--- src/rtl/jericalla_issue_unit.sv ---
// Issue front-end for the 3-stage Jericalla pipeline: program memory, PC, and
// RAW-hazard bubble insertion against the two most recently issued words.
module jericalla_issue_unit #(
    parameter int          AW       = 5,
    parameter logic [16:0] NOP_INST = 17'h00000,
    parameter logic [3:0]  WE_MASK  = 4'b1110
) (
    input  logic          i_clk,
    input  logic          i_rst,
    input  logic          i_prog_we,
    input  logic [AW-1:0] i_prog_addr,
    input  logic [16:0]   i_prog_data,
    input  logic [AW:0]   i_prog_len,
    input  logic          i_start,
    output logic [16:0]   o_inst,
    output logic          o_issue_vld,
    output logic [AW:0]   o_pc,
    output logic          o_busy,
    output logic          o_done,
    output logic [15:0]   o_stall_cnt
);

    localparam logic [1:0] ST_IDLE  = 2'd0;
    localparam logic [1:0] ST_RUN   = 2'd1;
    localparam logic [1:0] ST_DRAIN = 2'd2;
    localparam logic [1:0] ST_DONE  = 2'd3;

    logic [16:0]   r_mem [2**AW];
    logic [1:0]    r_state;
    logic [AW:0]   r_pc;
    logic [AW:0]   r_len;
    logic [15:0]   r_stall_cnt;
    logic          r_drain_cnt;
    // _p0 is the word on INST (slot S1), _p1 the word issued before it (slot S2)
    logic [16:0]   r_inst_p0;
    logic          r_vld_p0;
    logic [16:0]   r_inst_p1;
    logic          r_vld_p1;

    logic [16:0]   w_cand;
    logic [AW:0]   w_pc_next;
    logic          w_hazard;
    logic          w_loadable;

    function automatic logic [15:0] sat_inc(input logic [15:0] v);
        return (v == 16'hFFFF) ? v : v + 16'd1;
    endfunction

    function automatic logic slot_wr(input logic [16:0] w, input logic vld);
        return vld && WE_MASK[w[16:15]];
    endfunction

    function automatic logic reads_reg(input logic [16:0] c, input logic [4:0] wa);
        return (c[9:5] == wa) || (c[4:0] == wa);
    endfunction

    assign w_cand     = r_mem[r_pc[AW-1:0]];
    assign w_pc_next  = r_pc + 1'b1;
    assign w_loadable = (r_state == ST_IDLE) || (r_state == ST_DONE);
    assign w_hazard   = (slot_wr(r_inst_p0, r_vld_p0) && reads_reg(w_cand, r_inst_p0[14:10]))
                     || (slot_wr(r_inst_p1, r_vld_p1) && reads_reg(w_cand, r_inst_p1[14:10]));

    // Program memory is deliberately outside the reset domain.
    always_ff @(posedge i_clk) begin
        if (i_prog_we && w_loadable) begin
            r_mem[i_prog_addr] <= i_prog_data;
        end
    end

    always_ff @(posedge i_clk or posedge i_rst) begin
        if (i_rst) begin
            r_state     <= ST_IDLE;
            r_pc        <= '0;
            r_len       <= '0;
            r_stall_cnt <= '0;
            r_drain_cnt <= 1'b0;
            r_inst_p0   <= NOP_INST;
            r_vld_p0    <= 1'b0;
            r_inst_p1   <= NOP_INST;
            r_vld_p1    <= 1'b0;
        end else begin
            // ---- stage boundary: S1 ages into S2, new word (or bubble) into S1
            r_inst_p1 <= r_inst_p0;
            r_vld_p1  <= r_vld_p0;
            r_inst_p0 <= NOP_INST;
            r_vld_p0  <= 1'b0;
            case (r_state)
                ST_IDLE, ST_DONE: begin
                    if (i_start) begin
                        r_len       <= i_prog_len;
                        r_pc        <= '0;
                        r_stall_cnt <= '0;
                        r_drain_cnt <= 1'b0;
                        r_state     <= (i_prog_len == '0) ? ST_DRAIN : ST_RUN;
                    end
                end
                ST_RUN: begin
                    if (w_hazard) begin
                        r_stall_cnt <= sat_inc(r_stall_cnt);
                    end else begin
                        r_inst_p0 <= w_cand;
                        r_vld_p0  <= 1'b1;
                        r_pc      <= w_pc_next;
                        if (w_pc_next == r_len) begin
                            r_state     <= ST_DRAIN;
                            r_drain_cnt <= 1'b0;
                        end
                    end
                end
                default: begin
                    // Leave DRAIN after two bubble cycles have been on INST.
                    if (!r_vld_p0) begin
                        if (r_drain_cnt) begin
                            r_state <= ST_DONE;
                        end else begin
                            r_drain_cnt <= 1'b1;
                        end
                    end
                end
            endcase
        end
    end

    assign o_inst      = r_inst_p0;
    assign o_issue_vld = r_vld_p0;
    assign o_pc        = r_pc;
    assign o_busy      = (r_state == ST_RUN) || (r_state == ST_DRAIN);
    assign o_done      = (r_state == ST_DONE);
    assign o_stall_cnt = r_stall_cnt;

endmodule

--- config.mk ---
export PLATFORM = sky130hd
export DESIGN_NAME = jericalla_issue_unit
export DESIGN_NICKNAME = d
export VERILOG_FILES = /design/src/rtl/jericalla_issue_unit.sv
export SDC_FILE = /design/constraint.sdc
export NUM_CORES = 1
export LEC_CHECK = 0
export ABC_AREA = 1
export BUFFER_PORTS_ARGS = -buffer_cell sky130_fd_sc_hd__buf_2
export CORE_MARGIN = 2
export CORE_UTILIZATION = 50
export DETAILED_ROUTE_END_ITERATION = 7
export PLACE_DENSITY = 0.75
export SYNTH_ARGS = -nofsm -noshare
export SYNTH_HDL_FRONTEND = slang
export SYNTH_SLANG_ARGS = --single-unit
--- constraint.sdc ---
create_clock -name i_clk -period 2.22 [get_ports i_clk]
set_input_delay 0.333 -clock i_clk [delete_from_list [all_inputs] [get_ports i_clk]]
set_output_delay 0.333 -clock i_clk [all_outputs]
set_load 0.03 [all_outputs]
==> impl_metrics.prom <==
# TYPE chip_impl_metric gauge
chip_impl_metric{name="count_of_vias_placed_by_the_detailed_router",unit=""} 17700
chip_impl_info{name="timing.critical_path.mode_cell",value="nand2_1"} 1
chip_impl_metric{name="net_count_after_synthesis",unit=""} 2128
chip_impl_metric{name="port_buffers",unit=""} 73
chip_impl_metric{name="routed_wire_length_per_instance",unit="µm"} 22.3
chip_impl_info{name="tritoncts",value="yes"} 1
chip_impl_metric{name="maxClockFrequency",unit="GHz"} 0.363
chip_impl_info{name="synth-main-ff-cell",value="edfxtp_1"} 1
chip_impl_metric{name="seq_power_share",unit=""} 0.384
chip_impl_metric{name="dr.pass1.iters",unit=""} 6
chip_impl_metric{name="start_util",unit=""} 0.507
chip_impl_info{name="outcome",value="finished with violations"} 1
chip_impl_info{name="critical_path.cell_chain",value="buf_12, inv_16, buf_12, buf_16, nand2_1, nand3_1, nand3_2, nand2_2, nand2_2, nand3_4, nand2_4, nand2_2, nand2_1, nor2_1, nand3_1, nand2_1, nand2_2, nand3_4, buf_12, buf_12, inv_4, nand2_1, nand2_1"} 1
chip_impl_metric{name="clkSlewWorstSetupHoldPaths",unit="ns"} 0.06
chip_impl_metric{name="power_frac_clock",unit=""} 0.268
chip_impl_metric{name="dieArea",unit="µm²"} 51400
chip_impl_metric{name="cts_buffers",unit=""} 56
chip_impl_info{name="yosys-top-cells-area",value="edfxtp_1 66%, nand2_1 10%, nand3_1 5.8%"} 1
chip_impl_metric{name="first_pass_grt_wire_length",unit="µm"} 99000
chip_impl_metric{name="drc_violation_count_after_routing",unit=""} 0
chip_impl_info{name="hold_class",value="in2reg"} 1
chip_impl_metric{name="diodes",unit=""} 0
chip_impl_metric{name="grt_max_degree",unit=""} 59
chip_impl_metric{name="grt_antenna_before_repair",unit=""} 0
chip_impl_metric{name="tightestPinTransition",unit="ns"} 0.743
chip_impl_metric{name="combPwrFrac",unit=""} 0.348
chip_impl_info{name="violations",value="negative setup slack"} 1
chip_impl_metric{name="ys_types",unit=""} 38
chip_impl_metric{name="timing.hold.ws",unit="ns"} 0.0233
chip_impl_metric{name="finClkSkew",unit="ns"} 0.0252
chip_impl_metric{name="yosysTopAreaCellShare",unit=""} 0.659
chip_impl_metric{name="layoutNonFillerInstCount",unit=""} 3005
chip_impl_metric{name="crit_path_max_incr_delay",unit="ns"} 0.53
chip_impl_metric{name="timing.max_cap.violations",unit=""} 0
chip_impl_metric{name="final_max_slew_viol_count",unit=""} 0
chip_impl_metric{name="switchingPower",unit="W"} 0.0117
chip_impl_metric{name="power_per_cell_area",unit="nW/µm²"} 1120
chip_impl_metric{name="final_wl",unit="µm"} 67000
chip_impl_metric{name="seq_area_frac_synth",unit=""} 0.716
chip_impl_info{name="end_kind",value="flip-flop"} 1
chip_impl_metric{name="worst_ep_arrival_time",unit="ns"} 3.27
chip_impl_info{name="critical-path-slowest-cell",value="dfrtp_4"} 1
chip_impl_metric{name="cts_max_path_buffers",unit=""} 3
chip_impl_metric{name="fp.dieH",unit="µm"} 227
chip_impl_metric{name="chipWidth",unit="µm"} 227
chip_impl_metric{name="avgSynthCellArea",unit="µm²"} 11.9
chip_impl_info{name="synth_top_area_cell",value="edfxtp_1"} 1
chip_impl_metric{name="yosys_register_bits",unit=""} 601
chip_impl_metric{name="place_hpwl",unit="µm"} 37900
chip_impl_info{name="setup.worst_path.class",value="reg2reg"} 1
chip_impl_metric{name="number_of_enable_flip_flop_cells_after_synthesis",unit=""} 544
chip_impl_metric{name="detail_route.iter0.violations",unit=""} 2190
chip_impl_metric{name="critical_path_required",unit="ns"} 2.74
chip_impl_metric{name="grt-ovfl-total",unit=""} 0
chip_impl_info{name="worstSetupStartpointType",value="flip-flop"} 1
chip_impl_metric{name="final.fill_count",unit=""} 3494
chip_impl_metric{name="finalWorstSetupSlack",unit="ns"} -0.534
chip_impl_metric{name="syn_to_final_growth",unit="%"} 22.8
chip_impl_metric{name="h-tree-depth",unit=""} 2
chip_impl_metric{name="ios",unit=""} 74
chip_impl_metric{name="postSynth.asyncResetShare",unit=""} 0.0948
chip_impl_metric{name="number_of_hold_violations_in_the_final_report",unit=""} 0
chip_impl_metric{name="post-place-cells",unit=""} 2855
chip_impl_metric{name="timing.final.setup_violations",unit=""} 43
chip_impl_metric{name="finalCritPeriodShare",unit=""} 1.24
chip_impl_metric{name="placement_rows",unit=""} 81
chip_impl_metric{name="syn_area",unit="µm²"} 24800
chip_impl_metric{name="dp_slack",unit="ns"} -0.593
chip_impl_metric{name="postSynthCellCount",unit=""} 2091
chip_impl_metric{name="power_leakage",unit="nW"} 11.3
chip_impl_metric{name="coreArea",unit="µm²"} 49000
chip_impl_info{name="post-synth-top-count-cell",value="nand2_1"} 1
chip_impl_metric{name="swShare",unit=""} 0.342
chip_impl_metric{name="gp_routability_congestion",unit=""} 0.901
chip_impl_info{name="cts-root-buf",value="clkbuf_16"} 1
chip_impl_metric{name="worstSkewPairLatency",unit="ns"} 0.62
chip_impl_metric{name="min_period",unit="ns"} 2.75
chip_impl_metric{name="num-nets-final",unit=""} 2333
chip_impl_metric{name="clock_sinks",unit=""} 601
chip_impl_metric{name="synthesis.yosys.warnings",unit=""} 0
chip_impl_metric{name="vias_in_the_first_global_route",unit=""} 17300
chip_impl_metric{name="critical_path.max_fanout",unit=""} 8
chip_impl_metric{name="reg2reg_slack",unit="ns"} -0.53
chip_impl_metric{name="cell_internal_pwr",unit="W"} 0.0225
chip_impl_info{name="rsz0062_at_grt",value="yes"} 1
chip_impl_metric{name="grt_util_all_layers",unit=""} 0.257
chip_impl_metric{name="timing.slew.headroom",unit=""} 0.499
chip_impl_info{name="synth.top_cells.by_count",value="679 x nand2_1, 544 x edfxtp_1, 288 x nand3_1"} 1
chip_impl_metric{name="peakVddDrop",unit="V"} 0.000622
chip_impl_metric{name="avgViaCountPerCell",unit=""} 5.88
chip_impl_metric{name="final_antenna_net_count",unit=""} 0
chip_impl_metric{name="fraction_of_final_layout_cells_with_drive_strength_greater_than_1",unit=""} 0.231
## through the flow
stage | utilization | cell area (µm²) | TNS, ns | total power (W)
final | 0.622 | 30500 | -20.22 | 0.0342
after global routing | 0.622 | 30500 | -26.15 | 0.0356
after CTS | 0.609 | 29800 | -16.93 | 0.0332
after detailed placement | 0.555 | 27200 | -20.93 | 0.0226
after global placement | 0.555 | 27200 | -16.64 | 0.0223
after floorplan | - | 25000 | -18.28 | 0.0195
## sequential cells by signal, summed over array words and instances (netlist names)
signal and flops:
r_mem 544, o_inst 17, o_stall_cnt 16, r_inst_p1 7, o_pc 6, r_len 6, r_state 2, o_issue_vld 1
r_drain_cnt 1, r_vld_p1 1
## per-layer routing
metal,vias to the layer above,part of all wire,track usage
li1,7854,-,-
met1,8622,0.38,0.336
met2,1033,0.48,0.424
met3,164,0.10,0.0487
met4,0,0.038,0.106
met5,-,0,0
## worst max-delay path: cells and delay by family (launching register included)
kind,cells,cell delay (ns)
buffers and inverters,7,0.85
DFF,1,0.53
and+or+nand+nor,16,1.26
## cells by family after synthesis
group,synth area share
simple gates,0.185
compound gates,0.0554
flops,0.716
mux,0.000908
fa+ha+maj,0.00252
buf+inv,0.0360
xor+xnor,0.00388
## path summary, 6_finish.rpt
path	from	endpoint	cells after the start
max	o_pc[0]$_DFFE_PP0P_	o_pc[5]$_DFFE_PP0P_	23
min	i_prog_len[0]	r_len[0]$_DFFE_PP0P_	3
max reg2reg	o_pc[0]$_DFFE_PP0P_	o_pc[5]$_DFFE_PP0P_	23
min reg2reg	o_inst[15]$_DFF_PP0_	r_inst_p1[15]$_DFF_PP0_	0
max in group asynchronous	i_rst	o_stall_cnt[1]$_DFFE_PP0P_	4
min in group asynchronous	i_rst	r_drain_cnt$_DFFE_PP0P_	3
## power by group through the flow
stage                     logic, W  clock network (W)  registers (W)
after floorplan            0.00594                  0         0.0136
after global placement     0.00897                  0         0.0133
after detailed placement   0.00921                  0         0.0133
after CTS                   0.0108            0.00928         0.0131
after global routing        0.0127            0.00970         0.0132
final                       0.0119            0.00919         0.0131
## repair_timing
| item | in CTS | in global routing |
|---|---|---|
| hold endpoints to repair | 26 | 0 |
| endpoints found under the setup margin | 44 | 176 |
| hold buffers | 5 | 0 |
| pin swaps | 45 | 46 |
| gates cloned | 14 | 3 |
| setup buffers | 20 | 5 |
| gates resized for setup | 89 | 132 |
## cells in the final DEF, fill, tap and decap left out, drive strengths merged, types with 25 or more instances in the layout
master    n
nand2   691
edfxtp  544
nand3   293
buf     258
a21oi   120
nor2     74
clkbuf   73
dfrtp    57
inv      37
o21ai    35
clkinv   27
o311ai   25
## cell type report
type	count	area, µm²	share of cell area
repair inverters	2	41.3	0.00136
clock inverters	32	256	0.00842
well taps	664	831	0.0273
inverters	35	153	0.00501
multi-input cells	1334	6990	0.229
repair buffers	266	2930	0.0962
flip-flops and latches	601	17800	0.584
clock buffers	71	1480	0.0486
No activity file was read; power rests on OpenSTA's default activity.
